==> src/rtl/control_fsm.sv <==
// rtl/control_fsm.sv - multi-cycle RISC-V control decoder with MUL sequencing, branch flush and GPIO CSRs
// Optional CTRL_PERF_EN adds perf_retired/perf_stall/perf_flush counters.
module control_fsm #(
   parameter int          MUL_LAT      = 2,
   parameter int          FLUSH_CYCLES = 1,
   parameter int          NUM_GPIO_OUT = 2,
   parameter logic [11:0] CSR_IN_ADDR  = 12'hf00,
   parameter logic [11:0] CSR_OUT_BASE = 12'hf02
) (
   input  logic                    clk,
   input  logic                    rst_n,
   input  logic                    stall,
   input  logic [31:0]             R,
   input  logic [6:0]              op,
   input  logic [2:0]              funct3,
   input  logic [6:0]              funct7,
   input  logic [11:0]             imm12,
   output logic [3:0]              aluop,
   output logic [1:0]              regsel,
   output logic                    regwrite,
   output logic                    alusrc,
   output logic [1:0]              pcsrc,
   output logic [NUM_GPIO_OUT-1:0] gpio_we,
   output logic                    stall_fetch,
   output logic                    busy,
`ifdef CTRL_PERF_EN
   output logic [31:0]             perf_retired,
   output logic [31:0]             perf_stall,
   output logic [31:0]             perf_flush,
`endif
   output logic                    illegal
);

   localparam int CNT_MAX = (MUL_LAT > FLUSH_CYCLES) ? MUL_LAT : FLUSH_CYCLES;
   localparam int CNT_W   = (CNT_MAX < 2) ? 1 : $clog2(CNT_MAX + 1);
   localparam logic [CNT_W-1:0] MUL_CNT   = CNT_W'(MUL_LAT);
   localparam logic [CNT_W-1:0] FLUSH_CNT = CNT_W'(FLUSH_CYCLES);
   localparam logic [CNT_W-1:0] CNT_ONE   = CNT_W'(1);
   localparam logic [11:0]      GPIO_N    = 12'(NUM_GPIO_OUT);

   localparam logic [6:0] OP_R    = 7'b0110011;
   localparam logic [6:0] OP_I    = 7'b0010011;
   localparam logic [6:0] OP_LUI  = 7'b0110111;
   localparam logic [6:0] OP_CSR  = 7'b1110011;
   localparam logic [6:0] OP_B    = 7'b1100011;
   localparam logic [6:0] OP_JAL  = 7'b1101111;
   localparam logic [6:0] OP_JALR = 7'b1100111;

   localparam logic [3:0] ALU_AND = 4'h0, ALU_OR = 4'h1, ALU_XOR = 4'h2, ALU_ADD = 4'h3;
   localparam logic [3:0] ALU_SUB = 4'h4, ALU_MUL = 4'h5, ALU_MULH = 4'h6, ALU_MULHU = 4'h7;
   localparam logic [3:0] ALU_SLL = 4'h8, ALU_SRL = 4'h9, ALU_SRA = 4'hA, ALU_SRAI = 4'hB;
   localparam logic [3:0] ALU_SLT = 4'hC, ALU_SLTU = 4'hE;

   typedef enum logic [1:0] {EXEC, MUL_WAIT, FLUSH} state_t;

   state_t           state;
   logic [CNT_W-1:0] cnt;
   logic [3:0]       lat_aluop;
   logic [1:0]       lat_regsel;
   logic             out_en;

   logic [3:0]              dec_aluop;
   logic [1:0]              dec_regsel;
   logic                    dec_regwrite;
   logic                    dec_alusrc;
   logic [1:0]              dec_pcsrc;
   logic [NUM_GPIO_OUT-1:0] dec_gpio_we;
   logic                    dec_mul;
   logic                    dec_illegal;
   logic [11:0]             gpio_off;
   logic                    hold;
   logic                    mul_go;
   logic                    flush_go;

   assign gpio_off = imm12 - CSR_OUT_BASE;
   // out_en is low for the first cycle after reset, so that cycle behaves like a stall
   assign hold     = stall | ~out_en;
   assign mul_go   = !hold && state == EXEC && !dec_illegal && dec_mul && (MUL_LAT > 0);
   assign flush_go = !hold && state == EXEC && !dec_illegal && !mul_go
                     && dec_pcsrc != 2'b00 && (FLUSH_CYCLES > 0);

   always_comb begin
      dec_aluop    = ALU_AND;
      dec_regsel   = 2'b00;
      dec_regwrite = 1'b0;
      dec_alusrc   = 1'b0;
      dec_pcsrc    = 2'b00;
      dec_gpio_we  = '0;
      dec_mul      = 1'b0;
      dec_illegal  = 1'b0;
      case (op)
         OP_R: begin
            dec_regwrite = 1'b1;
            dec_regsel   = 2'b10;
            case (funct7)
               7'h00: case (funct3)
                  3'b000:  dec_aluop = ALU_ADD;
                  3'b001:  dec_aluop = ALU_SLL;
                  3'b010:  dec_aluop = ALU_SLT;
                  3'b011:  dec_aluop = ALU_SLTU;
                  3'b100:  dec_aluop = ALU_XOR;
                  3'b101:  dec_aluop = ALU_SRL;
                  3'b110:  dec_aluop = ALU_OR;
                  default: dec_aluop = ALU_AND;
               endcase
               7'h20: begin
                  if (funct3 == 3'b000)      dec_aluop = ALU_SUB;
                  else if (funct3 == 3'b101) dec_aluop = ALU_SRA;
                  else                       dec_illegal = 1'b1;
               end
               7'h01: begin
                  dec_mul = 1'b1;
                  case (funct3)
                     3'b000:  dec_aluop = ALU_MUL;
                     3'b001:  dec_aluop = ALU_MULH;
                     3'b011:  dec_aluop = ALU_MULHU;
                     default: dec_illegal = 1'b1;
                  endcase
               end
               default: dec_illegal = 1'b1;
            endcase
         end
         OP_I: begin
            dec_regwrite = 1'b1;
            dec_regsel   = 2'b10;
            dec_alusrc   = 1'b1;
            case (funct3)
               3'b000:  dec_aluop = ALU_ADD;
               3'b010:  dec_aluop = ALU_SLT;
               3'b011:  dec_aluop = ALU_SLTU;
               3'b100:  dec_aluop = ALU_XOR;
               3'b110:  dec_aluop = ALU_OR;
               3'b111:  dec_aluop = ALU_AND;
               3'b001: begin
                  if (funct7 == 7'h00) dec_aluop = ALU_SLL;
                  else                 dec_illegal = 1'b1;
               end
               default: begin
                  if (funct7 == 7'h00)      dec_aluop = ALU_SRL;
                  else if (funct7 == 7'h20) dec_aluop = ALU_SRAI;
                  else                      dec_illegal = 1'b1;
               end
            endcase
         end
         OP_LUI: begin
            dec_regwrite = 1'b1;
            dec_regsel   = 2'b01;
         end
         OP_CSR: begin
            if (funct3 != 3'b001) begin
               dec_illegal = 1'b1;
            end else if (imm12 == CSR_IN_ADDR) begin
               dec_regwrite = 1'b1;
            end else if (imm12 >= CSR_OUT_BASE && gpio_off < GPIO_N) begin
               for (int k = 0; k < NUM_GPIO_OUT; k++)
                  if (gpio_off == 12'(k)) dec_gpio_we[k] = 1'b1;
            end
         end
         OP_B: begin
            case (funct3)
               3'b000: begin dec_aluop = ALU_SUB;  dec_pcsrc = {1'b0, R == 32'd0}; end
               3'b001: begin dec_aluop = ALU_SUB;  dec_pcsrc = {1'b0, R != 32'd0}; end
               3'b100: begin dec_aluop = ALU_SLT;  dec_pcsrc = {1'b0, R == 32'd1}; end
               3'b101: begin dec_aluop = ALU_SLT;  dec_pcsrc = {1'b0, R == 32'd0}; end
               3'b110: begin dec_aluop = ALU_SLTU; dec_pcsrc = {1'b0, R == 32'd1}; end
               3'b111: begin dec_aluop = ALU_SLTU; dec_pcsrc = {1'b0, R == 32'd0}; end
               default: dec_illegal = 1'b1;
            endcase
         end
         OP_JAL: begin
            dec_regwrite = 1'b1;
            dec_regsel   = 2'b11;
            dec_pcsrc    = 2'b10;
         end
         OP_JALR: begin
            if (funct3 == 3'b000) begin
               dec_aluop    = ALU_ADD;
               dec_alusrc   = 1'b1;
               dec_regwrite = 1'b1;
               dec_regsel   = 2'b11;
               dec_pcsrc    = 2'b11;
            end else begin
               dec_illegal = 1'b1;
            end
         end
         default: dec_illegal = 1'b1;
      endcase
   end

   always_comb begin
      aluop       = 4'h0;
      regsel      = 2'b00;
      regwrite    = 1'b0;
      alusrc      = 1'b0;
      pcsrc       = 2'b00;
      gpio_we     = '0;
      stall_fetch = 1'b0;
      busy        = 1'b0;
      illegal     = 1'b0;
      if (!hold) begin
         case (state)
            EXEC: begin
               if (dec_illegal) begin
                  illegal = 1'b1;
               end else begin
                  aluop       = dec_aluop;
                  regsel      = dec_regsel;
                  regwrite    = dec_regwrite;
                  alusrc      = dec_alusrc;
                  pcsrc       = dec_pcsrc;
                  gpio_we     = dec_gpio_we;
                  stall_fetch = (dec_pcsrc != 2'b00);
                  if (mul_go) begin
                     regwrite    = 1'b0;
                     stall_fetch = 1'b1;
                  end
               end
            end
            MUL_WAIT: begin
               busy   = 1'b1;
               aluop  = lat_aluop;
               regsel = lat_regsel;
               if (cnt == CNT_ONE) regwrite    = 1'b1;
               else                stall_fetch = 1'b1;
            end
            FLUSH: begin
               busy        = 1'b1;
               stall_fetch = 1'b1;
            end
            default: ;
         endcase
      end
   end

   always_ff @(posedge clk) begin
      if (!rst_n) begin
         state      <= EXEC;
         cnt        <= '0;
         lat_aluop  <= '0;
         lat_regsel <= '0;
         out_en     <= 1'b0;
      end else begin
         out_en <= 1'b1;
         if (!hold) begin
            case (state)
               EXEC: begin
                  if (mul_go) begin
                     lat_aluop  <= dec_aluop;
                     lat_regsel <= dec_regsel;
                     cnt        <= MUL_CNT;
                     state      <= MUL_WAIT;
                  end else if (flush_go) begin
                     cnt   <= FLUSH_CNT;
                     state <= FLUSH;
                  end
               end
               MUL_WAIT, FLUSH: begin
                  cnt <= cnt - CNT_ONE;
                  if (cnt == CNT_ONE) state <= EXEC;
               end
               default: state <= EXEC;
            endcase
         end
      end
   end

`ifdef CTRL_PERF_EN
   always_ff @(posedge clk) begin
      if (!rst_n) begin
         perf_retired <= '0;
         perf_stall   <= '0;
         perf_flush   <= '0;
      end else begin
         if (regwrite || (|gpio_we) || pcsrc != 2'b00) perf_retired <= perf_retired + 32'd1;
         if (stall || busy)                            perf_stall   <= perf_stall + 32'd1;
         if (flush_go)                                 perf_flush   <= perf_flush + 32'd1;
      end
   end
`endif

endmodule

==> config.mk <==
export PLATFORM = sky130hd
export DESIGN_NAME = control_fsm
export DESIGN_NICKNAME = d
export VERILOG_FILES = /design/src/rtl/control_fsm.sv
export SDC_FILE = /design/constraint.sdc
export NUM_CORES = 1
export LEC_CHECK = 0
export CAP_MARGIN = 20
export CORE_MARGIN = 2
export CORE_UTILIZATION = 36
export DETAILED_ROUTE_END_ITERATION = 7
export PLACE_DENSITY = 0.84
export RECOVER_POWER = 25
export SYNTH_ARGS = -nofsm -noshare
export SYNTH_HDL_FRONTEND = slang
export SYNTH_SLANG_ARGS = --single-unit
==> constraint.sdc <==
create_clock -name clk -period 3.7 [get_ports clk]
set_input_delay 0.925 -clock clk [delete_from_list [all_inputs] [get_ports clk]]
set_output_delay 0.925 -clock clk [all_outputs]
set_load 0.05 [all_outputs]
# Word-level counts from Yosys, hierarchy flattened
# Index checks and enable logic that the tools add are counted.
[totals] regBits=11 output_inout_bits=15
[classes] add_sub_neg=2 magnitude_cmp=2 n_eq_ne=25 n_mux=79 n_bitwise=3 reduce_logical=32
[ops] cell="4-bit case mux with 7 select lines" n=2
[ops] cell="2-bit two-way mux" n=19
[ops] cell="1-bit two-way mux" n=33
[ops] cell="32-bit by 1-bit == test with 1-bit output (second input constant)" n=1
[ops] cell="32-bit zero test" n=1
[ops] cell="32-bit nonzero test" n=1
[ops] cell="7-bit == test (second input constant)" n=4
[ops] cell="4-bit two-way mux" n=7
[ops] cell="4-bit case mux with 3 select lines" n=2
[ops] cell="7-bit by 6-bit == test with 1-bit output (second input constant)" n=3
[ops] cell="4-bit case mux with 4 select lines" n=1
[ops] cell="2-bit OR reduction" n=7
[ops] cell="12-bit by 1-bit == test with 1-bit output (second input constant)" n=1
[ops] cell="12-bit == test (second input constant)" n=1
[ops] cell="3-bit == test (second input constant)" n=4
[ops] cell="12-bit greater-or-equal comparator (second input constant)" n=1
[ops] cell="12-bit zero test" n=1
[ops] cell="12-bit by 2-bit less-than comparator with 1-bit output (second input constant)" n=1
[ops] cell="1-bit case mux with 3 select lines" n=4
[ops] cell="2-bit case mux with 2 select lines" n=3
[ops] cell="6-bit OR reduction" n=2
[ops] cell="12-bit subtractor (second input constant)" n=1
[ops] cell="3-bit case mux with 3 select lines" n=1
[ops] cell="3-bit AND reduction" n=3
[ops] cell="25 further kinds" n=39

# Longest topological paths before layout
# Gate-level depths: netlist (run 1).
[depth] depth_word=14 mapped_depth=9 ltp_nobuf=7

# Worst setup path after synthesis (run 1)
# OpenSTA, ideal clock, no wires.
[synth_path] path_kind="input -> output" startpoint="in funct7[3]" endpoint="out gpio_we[0]" arrival_ns=3.638 required_time_ns=2.775 setup_slack_ns=-0.863 stages=5 n_path_buf=0 path_cell_list="or4_4 > nor2_1 > o2111a_1 > nand4_2 > nor4_1"
[synth_via] elab_chain_cells=8
[synth_lines] item="start: declaration" line="16" text="input logic [6:0] funct7,"
[synth_lines] item="7-bit by 6-bit == test with 1-bit output" line="95, 140"
[synth_lines] item="1-bit two-way mux" line="140" text="else if (funct7 == 7'h20) dec_aluop = ALU_SRAI;"
[synth_lines] item="1-bit two-way mux" line="139" text="if (funct7 == 7'h00) dec_aluop = ALU_SRL;"
[synth_lines] item="1-bit case mux with 2 select lines" line="127" text="case (funct3)"
[synth_lines] item="1-bit case mux with 6 select lines *" line="91" text="case (op)"
[synth_lines] item="2-bit two-way mux *" line="203" text="if (dec_illegal) begin"
[synth_lines] item="2-bit two-way mux *" line="201" text="case (state)"
[synth_lines] item="2-bit two-way mux *" line="200" text="if (!hold) begin"
[synth_lines] item="end: declaration" line="23" text="output logic [NUM_GPIO_OUT-1:0] gpio_we,"
# Mark *: on every way between the ends. The rest lies on a longest branch, timed or not.

# Worst setup path in the final report (run 1)
[layout_path] startpoint="in funct7[0]" endpoint="out regwrite"
[layout_via] elab_chain_cells=12
[layout_lines] item="7-bit by 6-bit == test with 1-bit output" line="95, 140"
[layout_lines] item="1-bit two-way mux" line="140"
[layout_lines] item="1-bit two-way mux" line="139"
[layout_lines] item="1-bit case mux with 2 select lines" line="127"
[layout_lines] item="1-bit case mux with 6 select lines" line="91"
[layout_lines] item="1-bit zero test" line="78" text="assign mul_go = !hold && state == EXEC && !dec_illegal && dec_mul && (MUL_LAT > 0);"
[layout_lines] item="1-bit logical AND (2 in series)" line="78"
[layout_lines] item="1-bit two-way mux" line="213" text="if (mul_go) begin"
[layout_lines] item="1-bit two-way mux *" line="203"
[layout_lines] item="1-bit case mux with 2 select lines *" line="201"
[layout_lines] item="1-bit two-way mux *" line="200"
[layout_lines] item="end: declaration" line="20" text="output logic regwrite,"
# Marked as above.

==> report_table.html, run 1 <==
<table>
<tr><th>Metric</th><th>Value</th></tr>
<tr><th colspan="2">Route</th></tr>
<tr><td>Total vias in the final route</td><td>2,356</td></tr>
<tr><td>Final routed wire length divided by cell count</td><td>19.1 um</td></tr>
<tr><td>First-pass iteration count of the detailed router</td><td>5</td></tr>
<tr><td>Detail Route Antenna Nets</td><td>0</td></tr>
<tr><td>Overall routed net length</td><td>7560 um</td></tr>
<tr><td>Detailed router's first-iteration violation count</td><td>246</td></tr>
<tr><td>Routed via count divided by cell count</td><td>5.95</td></tr>
<tr><td>Residual DRC</td><td>0</td></tr>
<tr><th colspan="2">Clocking</th></tr>
<tr><td>Clock root buffer</td><td>clkbuf_8</td></tr>
<tr><td>Clock tree from TritonCTS</td><td>yes</td></tr>
<tr><td>Clock sink count</td><td>11</td></tr>
<tr><td>Clock edge transition at the registers on the reported setup and hold paths</td><td>50 ps</td></tr>
<tr><td>Worst-skew pair later-pin latency</td><td>240 ps</td></tr>
<tr><td>Level count of the clock H-tree</td><td>1</td></tr>
<tr><td>Max Root-Sink Buffers</td><td>2</td></tr>
<tr><td>Total clock buffers created by CTS</td><td>3</td></tr>
<tr><th colspan="2">Die</th></tr>
<tr><td>Area of the placeable core</td><td>3940 sq um</td></tr>
<tr><td>Die Wd</td><td>67.4 um</td></tr>
<tr><td>Number of cell rows</td><td>23</td></tr>
<tr><td>Top-level port count</td><td>79</td></tr>
<tr><td>Initial Util</td><td>36.7%</td></tr>
<tr><td>Overall die area</td><td>4540 sq um</td></tr>
<tr><td>Die boundary height</td><td>67.4 um</td></tr>
<tr><th colspan="2">Setup path</th></tr>
<tr><td>Worst Path Arrival</td><td>3000 ps</td></tr>
<tr><td>Startpoint type of the worst setup path</td><td>input port</td></tr>
<tr><td>Critical Path Fanout Max</td><td>4</td></tr>
<tr><td>Largest stage delay, worst path</td><td>310 ps</td></tr>
<tr><td>List of cells traversed by the critical path</td><td>dlygate4sd2_1 -&gt; nor4_4 -&gt; nand2_1 -&gt; o211ai_1 -&gt; and3_4 -&gt; and2_4 -&gt; buf_6 -&gt; nand4_1 -&gt; a21oi_2 -&gt; buf_12</td></tr>
<tr><td>Sort of element at the end of the critical path</td><td>output port</td></tr>
<tr><td>WP buf/inv</td><td>3</td></tr>
<tr><td>Cell at the slowest stage of the critical path</td><td>o211ai_1</td></tr>
<tr><td>Top cell family by delay on the critical path</td><td>simple AND/OR/NAND/NOR gates</td></tr>
<tr><td>Req. time, crit path</td><td>2770 ps</td></tr>
<tr><td>Worst setup path class</td><td>input port to output port</td></tr>
<tr><th colspan="2">Timing</th></tr>
<tr><td>Final worst hold slack</td><td>467 ps</td></tr>
<tr><td>Max Slew Vio Count</td><td>0</td></tr>
<tr><td>Clock period minus worst slack</td><td>3930 ps</td></tr>
<tr><td>Slew @ Worst Pin</td><td>412 ps</td></tr>
<tr><td>Total count of hold-check failures in the final report</td><td>0</td></tr>
<tr><td>Worst-case headroom to the max-slew limit</td><td>71.8%</td></tr>
<tr><td>Setup repair after global routing missed its margin</td><td>yes</td></tr>
<tr><td>Fmax</td><td>0.255 GHz</td></tr>
<tr><td>Setup Skew</td><td>1.36 ps</td></tr>
<tr><td>Setup Viol. Count Final</td><td>13</td></tr>
<tr><td>Minimum setup slack in the final design</td><td>-226 ps</td></tr>
<tr><td>Final cycle utilization of the critical path</td><td>106%</td></tr>
<tr><th colspan="2">Final layout</th></tr>
<tr><td>Post-layout utilization of the core</td><td>81.4%</td></tr>
<tr><td>Total of fill cells in the finished design</td><td>226</td></tr>
<tr><td># diodes</td><td>0</td></tr>
<tr><td>Area growth syn-to-layout</td><td>122%</td></tr>
<tr><td>Ratio of cells with drive above 1 in the final layout</td><td>40.2%</td></tr>
<tr><td>Combined flip-flop and latch cell area</td><td>220 sq um</td></tr>
<tr><td>Area occupied by multi-input gates</td><td>1440 sq um</td></tr>
<tr><td>Final std cell area, no fill</td><td>3210 sq um</td></tr>
<tr><td>Count of nets after finishing</td><td>417</td></tr>
<tr><th colspan="2">Logic synthesis</th></tr>
<tr><td>Number of nets in the synthesized netlist</td><td>273</td></tr>
<tr><td>Syn Area/Cell</td><td>7.12 sq um</td></tr>
<tr><td>#FFs+latches synth</td><td>11</td></tr>
<tr><td>Synth warnings</td><td>0</td></tr>
<tr><td>Share of synthesized registers carrying an async set or reset</td><td>0%</td></tr>
<tr><td>Number of enable-type register cells in the synthesized netlist</td><td>0</td></tr>
<tr><td>Mapped Cells</td><td>203</td></tr>
<tr><td>Commonest register cell after synthesis</td><td>dfxtp_1</td></tr>
<tr><td>Count of distinct cell types in the synthesized netlist</td><td>54</td></tr>
<tr><td>Post-synthesis sequential area ratio</td><td>15.2%</td></tr>
<tr><td>Netlist area before placement</td><td>1450 sq um</td></tr>
<tr><th colspan="2">Hold path</th></tr>
<tr><td>Type of the tightest min-delay check</td><td>register to register</td></tr>
<tr><th colspan="2">Global route</th></tr>
<tr><td>Maximum number of pins on one net before global-route repair</td><td>14</td></tr>
<tr><td>Global-route wire length before repair</td><td>11,100 um</td></tr>
<tr><td>Aggregate global routing overflow</td><td>0</td></tr>
<tr><td>Initial antenna violation count</td><td>0</td></tr>
<tr><td>Total routing resource utilization after global routing</td><td>32.2%</td></tr>
<tr><td>Via count of the first global-routing pass</td><td>2,290</td></tr>
<tr><th colspan="2">Place</th></tr>
<tr><td>Worst setup slack after placement</td><td>-579 ps</td></tr>
<tr><td>Detailed placer's ending HPWL</td><td>4880 um</td></tr>
<tr><td>I/O Buffers</td><td>78</td></tr>
<tr><td>Dpl cell area</td><td>2830 sq um</td></tr>
<tr><td>Placer Congestion</td><td>0.908</td></tr>
<tr><th colspan="2">Power and ir drop</th></tr>
<tr><td>Switching power share of the total</td><td>31.0%</td></tr>
<tr><td>Worst ir drop on vdd</td><td>0.0873 mV</td></tr>
<tr><td>Internal power consumption</td><td>292 uW</td></tr>
<tr><td>Power dissipated by switching net loads</td><td>131 uW</td></tr>
<tr><td>Leak Pwr</td><td>1.38 nW</td></tr>
<tr><td>Clock group share of total power</td><td>28.6%</td></tr>
<tr><td>Fraction of power consumed by sequential logic</td><td>28.2%</td></tr>
<tr><td>Comb power frac</td><td>43.2%</td></tr>
<tr><td>Ratio of total power to cell area</td><td>132 nW/um^2</td></tr>
<tr><th colspan="2">Run</th></tr>
<tr><td># Max-Cap Violations</td><td>0</td></tr>
<tr><th colspan="2">Outcome</th></tr>
<tr><td>Run status</td><td>complete, but fails checks</td></tr>
<tr><td>Violations in the final reports</td><td>negative setup slack</td></tr>
</table>
==> registers in the layout (all words and copies together), names as in the netlist <==
name and count:
out_en 1, cnt 2, lat_regsel 2, lat_aluop 4, state 2
==> worst reg2reg max path: cells and delay by family (launching register included) <==
kind,cells,cell delay [ps]
AND/OR/NAND/NOR,4,880
adder cells (fa/ha/maj),1,430
flip-flops,1,330
buffers and inverters,2,310
AO/OA/AOI/OAI,1,200
==> Yosys cell counts, types with 5 or more instances <==
cell type	n	area, sq um
nand2_1	21	78.8
nor2_1	13	48.8
nor4_1	13	81.3
dfxtp_1	11	220
inv_1	11	41.3
a21oi_1	10	50.1
nor3_1	10	50.1
o21ai_0	7	35.0
ha_1	6	75.1
nand2b_1	6	37.5
a22o_1	5	43.8
nand4_1	5	31.3
nor2b_1	5	31.3
o21a_1	5	37.5
==> power by group through the flow <==
stage	Sequential [mW]	Combinational (mW)	Clock [mW]
6_report	0.119	0.183	0.121
5_1_grt	0.119	0.192	0.129
4_1_cts	0.119	0.167	0.123
3_5_place_dp	0.122	0.162	0
3_3_place_gp	0.122	0.157	0
2_1_floorplan	0.122	0.0488	0
==> cells by family (layout without fill, tap and decap cells) <==
group	count (synthesis)	in the layout	synth area share, %
DFF	11	11	15.2
AOI/OAI and AO/OA	56	56	27.7
buffers and inverters	19	161	5.45
muxes	3	3	2.16
xor gates and xnor gates	3	3	1.82
adders and majority gates	6	6	5.19
and+or+nand+nor	105	106	42.4
==> final timing paths <==
check             startpoint       end  slack (ps)  cells past startpoint
hold reg to reg       cnt[1]    cnt[1]         470                      2
setup / recovery   funct7[0]  regwrite        -230                     10
setup reg to reg    state[0]    cnt[0]        1450                      8
hold / removal        cnt[1]    cnt[1]         470                      2
==> cell usage in the layout, fill, tap and decap left out, types with 9 or more instances in the layout <==
master / instances
buf_4: 63
dlygate4sd2_1: 28
clkdlybuf4s50_1: 23
nand2_1: 20
buf_12: 13
inv_1: 11
dfxtp_1: 11
nor2_1: 9
==> through the flow <==
| stage | std cells | power (mW) | TNS, ps |
|---|---|---|---|
| floorplan | 203 | 0.171 | -758 |
| global route | 396 | 0.441 | -3050 |
| finish | 396 | 0.423 | -2030 |
| detailed placement | 377 | 0.284 | -7340 |
| global placement | 377 | 0.279 | -5990 |
| CTS | 392 | 0.409 | -1150 |
==> metal layers <==
| metal | GRT usage, % | share of wire, % |
|---|---|---|
| met5 | 0 | 0 |
| met4 | 8.42 | 4.9 |
| met3 | 7.00 | 7.6 |
| met2 | 59.2 | 50 |
| met1 | 37.4 | 37 |
==> repair_timing <==
action | CTS | global route
hold buffers | 0 | 0
resized for setup | 91 | 26
buffers inserted | 10 | 4
cloned | 1 | 0
pin swaps | 31 | 19
setup endpoints to repair | 14 | 14
==> cell type report <==
cell class              count  area share (%)
repair buffers            146            43.5
flip-flops and latches     11            6.86
well taps                  50            1.95
multi-input cells         174            45.0
inverters                  11            1.29
clock buffers               4            1.40
Power figures use the tool's default switching activity.
==> run 2, diff against run 1 <==
- clock period: 3.7 -> 3.35 ns (I/O delays scaled with it)
==> run 2 against run 1 <==
  * The run still ends with negative setup slack left
  * Sequential power up 11%
  * Critical path type unchanged
  * Clock skew grew 3.7 ps
  * Worst hold slack worse by 1.1 ps
  * Total power rose by 13%
  * Largest cell class is now non-clock buffers
  * Combinational power rose by 18%
==> report_table.html, run 2 (same netlist as run 1, synthesis figures left out) <==
<table>
<tr><th>Metric</th><th>Value</th></tr>
<tr><th colspan="2">Setup path</th></tr>
<tr><td>Crit-path most repeated cell</td><td>buf_4</td></tr>
<tr><td>Critical Path Fanout Max</td><td>6 (+2)</td></tr>
<tr><td>List of cells traversed by the critical path</td><td>buf_8 -&gt; or4_4 -&gt; buf_4 -&gt; nor2_4 -&gt; o2111a_2 -&gt; buf_6 -&gt; nand4_4 -&gt; buf_4 -&gt; nor4_4 -&gt; buf_12</td></tr>
<tr><td>Req. time, crit path</td><td>2510 ps (-260 ps)</td></tr>
<tr><td>Sort of element at the end of the critical path</td><td>output port</td></tr>
<tr><td>WP buf/inv</td><td>5 (+2)</td></tr>
<tr><td>Top cell family by delay on the critical path</td><td>simple AND/OR/NAND/NOR gates</td></tr>
<tr><td>Worst Path Arrival</td><td>2900 ps (-100 ps)</td></tr>
<tr><td>Largest stage delay, worst path</td><td>560 ps (+250 ps)</td></tr>
<tr><td>Worst setup path class</td><td>input port to output port</td></tr>
<tr><td>Startpoint type of the worst setup path</td><td>input port</td></tr>
<tr><td>Cell at the slowest stage of the critical path</td><td>or4_4</td></tr>
<tr><th colspan="2">Route</th></tr>
<tr><td>Final routed wire length divided by cell count</td><td>20.5 um (+7.6%)</td></tr>
<tr><td>First-pass iteration count of the detailed router</td><td>5 (unchanged)</td></tr>
<tr><td>Overall routed net length</td><td>8610 um (+14%)</td></tr>
<tr><td>Detailed router's first-iteration violation count</td><td>148 (-40%)</td></tr>
<tr><td>Residual DRC</td><td>0 (unchanged)</td></tr>
<tr><td>Total vias in the final route</td><td>2,532 (+7.5%)</td></tr>
<tr><td>Detail Route Antenna Nets</td><td>0 (unchanged)</td></tr>
<tr><td>Routed via count divided by cell count</td><td>6.04 (+1.6%)</td></tr>
<tr><th colspan="2">Timing</th></tr>
<tr><td>Minimum setup slack in the final design</td><td>-392 ps (-166 ps)</td></tr>
<tr><td>Slew @ Worst Pin</td><td>408 ps (-3.86 ps)</td></tr>
<tr><td>Max Slew Vio Count</td><td>0 (unchanged)</td></tr>
<tr><td>Worst-case headroom to the max-slew limit</td><td>72.1% (+0.26 points)</td></tr>
<tr><td>Clock period minus worst slack</td><td>3740 ps</td></tr>
<tr><td>Fmax</td><td>0.267 GHz</td></tr>
<tr><td>Final TNS setup</td><td>-5260 ps (-3240 ps)</td></tr>
<tr><td>Final cycle utilization of the critical path</td><td>112%</td></tr>
<tr><td>Setup Skew</td><td>5.08 ps (+3.72 ps)</td></tr>
<tr><td>Setup repair after global routing missed its margin</td><td>yes</td></tr>
<tr><td>Total count of hold-check failures in the final report</td><td>0 (unchanged)</td></tr>
<tr><td>Setup Viol. Count Final</td><td>22 (+9)</td></tr>
<tr><th colspan="2">Final layout</th></tr>
<tr><td>Number of flip-flops in the largest register</td><td>4 (unchanged)</td></tr>
<tr><td>Biggest register</td><td>lat_aluop</td></tr>
<tr><td>Area growth syn-to-layout</td><td>139%</td></tr>
<tr><td>Post-layout utilization of the core</td><td>87.7% (+6.3 points)</td></tr>
<tr><td>Count of nets after finishing</td><td>440 (+5.5%)</td></tr>
<tr><td>Most common library cell in the layout ignoring fill and taps</td><td>buf_4</td></tr>
<tr><td>Ratio of cells with drive above 1 in the final layout</td><td>45.8% (+5.6 points)</td></tr>
<tr><td># diodes</td><td>0 (unchanged)</td></tr>
<tr><td>Highest-count cells in the layout ignoring fill and taps</td><td>buf_4, dlygate4sd2_1, buf_6</td></tr>
<tr><th colspan="2">Die</th></tr>
<tr><td>Die Wd</td><td>67.4 um (unchanged)</td></tr>
<tr><td>Top-level port count</td><td>79 (unchanged)</td></tr>
<tr><td>Die boundary height</td><td>67.4 um (unchanged)</td></tr>
<tr><td>Area of the placeable core</td><td>3940 sq um (unchanged)</td></tr>
<tr><td>Initial Util</td><td>36.7% (unchanged)</td></tr>
<tr><td>Number of cell rows</td><td>23 (unchanged)</td></tr>
<tr><td>Overall die area</td><td>4540 sq um (unchanged)</td></tr>
<tr><th colspan="2">Place</th></tr>
<tr><td>I/O Buffers</td><td>78 (unchanged)</td></tr>
<tr><td>Placer Congestion</td><td>0.916 (+0.89%)</td></tr>
<tr><td>Detailed placer's ending HPWL</td><td>5110 um (+4.7%)</td></tr>
<tr><td>Worst setup slack after placement</td><td>-732 ps (-152 ps)</td></tr>
<tr><th colspan="2">Global route</th></tr>
<tr><td>Maximum number of pins on one net before global-route repair</td><td>14 (unchanged)</td></tr>
<tr><td>Via count of the first global-routing pass</td><td>2,510 (+9.6%)</td></tr>
<tr><td>Aggregate global routing overflow</td><td>0 (unchanged)</td></tr>
<tr><td>Global-route wire length before repair</td><td>11,400 um (+2.9%)</td></tr>
<tr><td>Total routing resource utilization after global routing</td><td>33.0% (+0.81 points)</td></tr>
<tr><td>Initial antenna violation count</td><td>0 (unchanged)</td></tr>
<tr><th colspan="2">Power and ir drop</th></tr>
<tr><td>Worst ir drop on vdd</td><td>0.222 mV (+150%)</td></tr>
<tr><td>Leak Pwr</td><td>1.48 nW (+7.2%)</td></tr>
<tr><td>Ratio of total power to cell area</td><td>138 nW/um^2 (+4.6%)</td></tr>
<tr><th colspan="2">Clocking</th></tr>
<tr><td>Total clock buffers created by CTS</td><td>3 (unchanged)</td></tr>
<tr><td>Level count of the clock H-tree</td><td>1 (unchanged)</td></tr>
<tr><td>Worst-skew pair later-pin latency</td><td>230 ps (about the same)</td></tr>
<tr><td>Clock root buffer</td><td>clkbuf_8</td></tr>
<tr><td>CTS Hold Bufs</td><td>0 (unchanged)</td></tr>
<tr><td>Clock edge transition at the registers on the reported setup and hold paths</td><td>50 ps (about the same)</td></tr>
<tr><td>Clock tree from TritonCTS</td><td>yes</td></tr>
<tr><td>Clock sink count</td><td>11 (unchanged)</td></tr>
<tr><td>Max Root-Sink Buffers</td><td>2 (unchanged)</td></tr>
<tr><th colspan="2">Outcome</th></tr>
<tr><td>Run status</td><td>complete, but fails checks</td></tr>
<tr><td>Violations in the final reports</td><td>negative setup slack</td></tr>
<tr><th colspan="2">Run</th></tr>
<tr><td># Max-Cap Violations</td><td>0 (unchanged)</td></tr>
<tr><th colspan="2">Hold path</th></tr>
<tr><td>Type of the tightest min-delay check</td><td>register to register</td></tr>
</table>
[run 2: per-layer routing]
metal / GRT usage, % / routed length (um)
met5: 0 / 0
met3: 5.00 / 816
met2: 63.9 / 4140
met4: 15.8 / 514
met1: 34.2 / 3130
[run 2: timing repair]
item                                    in CTS  in global routing
gates resized for setup                    106                 28
cloned                                       1                  0
endpoints found under the setup margin      14                 22
pin swaps                                   40                 14
buffers inserted                            18                 13
[run 2: power by group]
group / switching (mW) / leakage (nW) / internal (mW)
sequential: 0.000362 / 0.0889 / 0.132
clock: 0.0455 / 0.0228 / 0.0832
combinational: 0.0997 / 1.37 / 0.117
total: 0.146 / 1.48 / 0.332
[run 2: layout make-up]
cell class                      count  area (sq um)
Timing Repair Buffer              170          1620
Multi-Input combinational cell    173          1470
Fill cell                         180           483
Sequential cell                    11           220
Tap cell                           50          62.6
Clock buffer                        4          45.0
Inverter                           11          41.3
[run 2: worst paths after layout]
check | from | depth (start not counted) | slack, ps | end
worst max-delay path | funct7[3] | 10 | -390 | gpio_we[0]
worst min-delay path | lat_regsel[1] | 1 | 470 | lat_regsel[1]
worst max register to register | state[0] | 8 | 1160 | cnt[0]
worst min register to register | lat_regsel[1] | 1 | 470 | lat_regsel[1]
[run 2: stage by stage]
stage / area, sq um / instances / power [mW] / hold WS (ps)
5_1_grt: 3460 / 419 / 0.494 / 498
2_1_floorplan: 1560 / 203 / 0.191 / 435
4_1_cts: 3300 / 412 / 0.458 / 465
3_5_place_dp: 2980 / 391 / 0.326 / 454
6_report: 3460 / 419 / 0.477 / 466
3_3_place_gp: 2980 / 391 / 0.322 / 445
==> edit 1 (config.mk and constraints of run 2) <==
Build with the macro `CTRL_PERF_EN` defined.
--- a/src/rtl/control_fsm.sv
+++ b/src/rtl/control_fsm.sv
@@ -2,2 +2,4 @@
 // Optional CTRL_PERF_EN adds perf_retired/perf_stall/perf_flush counters.
+`define CTRL_PERF_EN
+
 module control_fsm #(
Formal check against the unedited RTL (old outputs only; new: perf_flush, perf_retired and perf_stall): equivalent (Yosys induction, for registers that start in step).
==> edit 1 against run 2 <==
  * The run still ends with negative setup slack left
  * Via count rose to 2.7 times the old value
  * Die area rose to 4.0 times the old value
  * Synthesized cell count rose to 3.9 times the old value
  * Cell area rose to 2.9 times the old value
  * Total power rose to 5.8 times the old value
  * Area after synthesis rose to 4.3 times the old value
  * Sequential cell count up 96
  * Wire length up 130%
  * Utilization down 28 points
  * Worst setup slack worse by 10 ps
  * Largest power group is now registers
==> edit 1: results (changes against run 2) <==
| Metric | Value |
|---|---|
| Worst path max stage delay | 520 ps (-40 ps) |
| Detailed placement HPWL | 13.7 mm (+170%) |
| Fillers | 1,397 (+680%) |
| Final setup viols | 10 (-55%) |
| Placer Congestion | 0.875 (-4.5%) |
| Met2 WL | 9.99 mm (+140%) |
| Pin count of the biggest net entering global routing | 69 (+55) |
| Root Driver | clkbuf_16 |
| Sequential fraction of the synthesis area | 34.8% (+20 points) |
| Starting DRT DRC Count | 373 (+150%) |
| Worst hold stages | 2 (+1) |
| Final net count | 1,123 (+160%) |
| Setup ws final | -402 ps (-10.3 ps) |
| Worst Skew | 10.2 ps (+5.15 ps) |
| Fraction of layout cells with a size suffix above 1 | 23.1% (-23 points) |
| Clock latency on the worst-skew pair | 340 ps (+110 ps) |
| Failing checks | negative setup slack |
| Number of port buffers | 174 (+120%) |
| Top cells by area, synth | dfxtp_1, nand2_1, a21oi_1 |
| Met3 Resource Use GR | 4.43% (-0.57 points) |
| Met2 Track Usage GR | 36.5% (-27 points) |
| Total negative setup slack | -2220 ps (+3050 ps) |
| CP max-delay cell | clkdlybuf4s50_1 |
| Post-synth cell types | 63 (+17%) |
| Place WS | -774 ps (-42.6 ps) |
| Wire length on met1 | 8.05 mm (+160%) |
| Met3 routed WL | 1.51 mm (+86%) |
| Htree depth | 3 (+2) |
| Drt pass-1 iters | 7 (+2) |
| Vias in the first global route | 6,331 (+150%) |
| TritonCTS buffer count | 9 (+6) |
| Synth Net Count | 868 (+220%) |
| DR vias | 6,904 (+170%) |
| Global-route wire length before repair | 30.8 mm (+170%) |
| GRT Util Overall | 20.7% (-12 points) |
| Peak VDD IR | 0.000285 V (+28%) |
| Static Leak | 0.00369 µW (+150%) |
| Status | finished, violations left |
[edit 1: critical path: cells and delay by family]
kind / cells / cell delay, ps
AOI/OAI and AO/OA: 3 / 610
xor gates and xnor gates: 1 / 170
buffers and inverters: 2 / 680
and+or+nand+nor: 2 / 620
[edit 1: through the flow]
stage               instance area (µm²)  std cells
floorplan                          6370        795
global placement                   8950       1232
detailed placement                 8950       1232
CTS                                9690       1270
global route                       9930       1274
finish                             9930       1274
[edit 1: kinds of logic (layout without fill, tap and decap cells)]
logic type / after synthesis / count (layout) / synth area share [%]
AND/OR/NAND/NOR: 392 / 393 / 33.6
XOR/XNOR: 35 / 35 / 4.98
buffers and inverters: 63 / 321 / 4.41
AO/OA/AOI/OAI: 157 / 157 / 15.2
flip-flops: 107 / 107 / 34.8
adder cells (fa/ha/maj): 9 / 9 / 1.83
multiplexers: 32 / 32 / 5.20
[edit 1: timing repair]
action                     CTS  global route
setup endpoints to repair   66            64
pin swaps                   50            40
cloned                       3             1
setup buffers               20             9
resized for setup          147            58
[edit 1: worst paths after layout]
path | slack (ps) | endpoint | from
setup reg to reg | 360 | perf_flush[24] | state[0]
hold reg to reg | 470 | lat_aluop[1] | lat_aluop[1]
hold / removal | 470 | lat_aluop[1] | lat_aluop[1]
setup / recovery | -400 | stall_fetch | R[0]
[edit 1: cell type report]
cell class	count	area share [%]
Clock buffer	10	2.31
Tap cell	220	2.77
Inverter	20	0.756
Clock inverter	5	1.03
Timing Repair Buffer	286	28.3
Sequential cell	107	21.6
Multi-Input combinational cell	626	43.2
[edit 1: report_power, final]
group / internal (µW) / total (µW) / switching, µW
combinational: 139 / 290 / 151
sequential: 1270 / 1280 / 3.35
clock: 726 / 1190 / 460
==> edit 2 (config.mk and constraints of run 2) <==
Made on the original files. Re-encode `state_t` (3 states) as one-hot, 3 bits wide.
--- a/src/rtl/control_fsm.sv
+++ b/src/rtl/control_fsm.sv
@@ -53,3 +53,3 @@
 
-   typedef enum logic [1:0] {EXEC, MUL_WAIT, FLUSH} state_t;
+   typedef enum logic [2:0] {EXEC = 3'b001, MUL_WAIT = 3'b010, FLUSH = 3'b100} state_t;
 
Behaviour: no difference found for any inputs over 10 cycles, from zero or initial values and one cycle with rst_n low; not proved beyond that.
==> edit 2 against run 2 <==
  * The run still ends with negative setup slack left
  * Sequential cell count increased by 1
  * First-iteration DRC count rose by 20%
  * Wire length down 2.2%
  * Worst setup slack got worse by 130 ps
  * Synthesized cell count is 0.99% higher
  * Total power is 9.8% higher
  * Area after synthesis increased by 1.5%
  * Count of clock-buffer cells in the layout is the same
  * Cell area shrank 4.1%
  * Critical endpoint unchanged
==> edit 2: results (changes against run 2) <==
| Metric | Value |
|---|---|
| Status | finished, violations left |
| Failing checks | negative setup slack |
| Final net count | 416 (-5.5%) |
| GRT Util Overall | 33.0% (about the same) |
| Root Driver | clkbuf_8 |
| Placer Congestion | 0.891 (-2.7%) |
| Arrival @ worst endpoint | 3030 ps (+130 ps) |
| # diodes | 0 (unchanged) |
| Clock latency on the worst-skew pair | 250 ps (+20 ps) |
| R2r setup slk | 1050 ps (-110 ps) |
| Setup crit start | funct3[1] |
| Worst r2r src | state[0] |
| Top cells by area, synth | dfxtp_1, nand2_1, nor2_1 |
| Fraction of layout cells with a size suffix above 1 | 40.7% (-5.1 points) |
| Most common library cells after synthesis | nand2_1, nor2_1, dfxtp_1 |
| Peak VDD IR | 0.000311 V (+40%) |
| Fillers | 207 (+15%) |
| Initial antenna violation count | 0 (unchanged) |
| TritonCTS buffer count | 3 (unchanged) |
| Worst r2r dst | state[0] |
| End of the critical path | gpio_we[0] |
| Global-route wire length before repair | 11.4 mm (-0.66%) |
| Setup ws final | -520 ps (-128 ps) |
| WL/cell | 21.1 µm (+2.7%) |
| Register-to-Register Path Depth | 9 (+1) |
| Slew HR | 61.7% (-10 points) |
| Max Buffers Root-to-Sink | 2 (unchanged) |
| Sequential fraction of the synthesis area | 16.4% (+1.1 points) |
| Min-Delay Path Class | reg2reg |
| Drt pass-1 iters | 5 (unchanged) |
| Async S/R FF share, synth | 0% (unchanged) |
| Ys Warns | 0 (unchanged) |
| Synth Net Count | 271 (-0.73%) |
| Vias in the first global route | 2,466 (-1.8%) |
| Final setup viols | 14 (-36%) |
| Reg clk slew, reported paths | 60 ps |
| Worst hold stages | 1 (unchanged) |
| Top flop regs | lat_aluop: 4 flops, state: 3 flops |
| Detailed placement HPWL | 4.71 mm (-8.0%) |
| DR vias | 2,563 (+1.2%) |
| Htree depth | 1 (unchanged) |
| Post-synth cell types | 58 (+7.4%) |
| Critical path fanouts, max | 10 (+4) |
| Worst Skew | 1.75 ps (-3.33 ps) |
| Starting DRT DRC Count | 178 (+20%) |
| Pin count of the biggest net entering global routing | 11 (-3) |
| Area post-placement | 0.00297 mm² (-0.34%) |
| Number of port buffers | 78 (unchanged) |
| Static Leak | 0.00132 µW (-11%) |
## edit 2: cell types whose count changed after synthesis, moves of 4 or more
cell     change
ha_1         -4
inv_1        -5
nand3_1      +4
nor4_1       -4
## edit 2: area by class of cell
class | instances | area (µm²) | area share (%)
Clock buffer | 4 | 55.1 | 1.66
Tap cell | 50 | 62.6 | 1.88
Inverter | 6 | 22.5 | 0.678
Multi-Input combinational cell | 180 | 1500 | 45.2
Sequential cell | 12 | 240 | 7.24
Timing Repair Buffer | 147 | 1440 | 43.3
## edit 2: where the power goes
group | total [µW] | switching [µW] | internal [µW]
Combinational | 213 | 92.8 | 120
Clock | 168 | 63.3 | 104
Sequential | 144 | 0.333 | 143
## edit 2: worst min path at each step
| stage | from | to |
|---|---|---|
| after floorplan | lat_aluop[3] | lat_aluop[3] |
| after global placement | lat_regsel[0] | lat_regsel[0] |
| after detailed placement | lat_regsel[0] | lat_regsel[0] |
| after CTS | lat_regsel[0] | lat_regsel[0] |
| after global routing | lat_aluop[2] | lat_aluop[2] |
| final | lat_regsel[1] | lat_regsel[1] |
## edit 2: critical path: stages
cell             delay (ps)
clkdlybuf4s50_1         440
buf_4                   210
nor3b_2                 240
o21ai_1                 160
o211ai_1                130
buf_4                   170
nand3_4                  80
or3_4                   360
nor3b_4                 240
buf_12                  160
## edit 2: logic make-up (layout without fill, tap and decap cells)
kind of cell    Yosys count  count (layout)  share of synthesized area, %
flops                    12              12                          16.4
xor+xnor                  2               2                          1.19
buf+inv                  13             157                          3.50
compound gates           60              60                          30.0
mux                       3               3                          2.13
fa+ha+maj                 2               2                          1.71
simple gates            113             113                          45.1
## edit 2: repair_timing
item	in CTS	in global routing
setup endpoints to repair	14	14
pin swaps	18	10
gates cloned	0	0
resized for setup	61	20
setup buffers	3	3
## edit 2: per-stage QoR
stage	power, µW	instances	worst slack [ps]	hold WS (ps)	TNS, ps
floorplan	199	205	-422	452	-2420
CTS	499	396	-478	486	-4190
global route	537	399	-544	532	-5480
global placement	324	389	-658	467	-7270
detailed placement	328	389	-688	476	-7690
finish	524	399	-520	495	-5170
## edit 2: metal layers
metal | global-route usage [%] | share of wire [%] | up-vias
met1 | 36.0 | 36 | 1200
met5 | 0 | 0 | -
met3 | 5.10 | 9.4 | 72
li1 | - | - | 1086
met4 | 19.3 | 7.0 | 0
met2 | 60.2 | 48 | 205
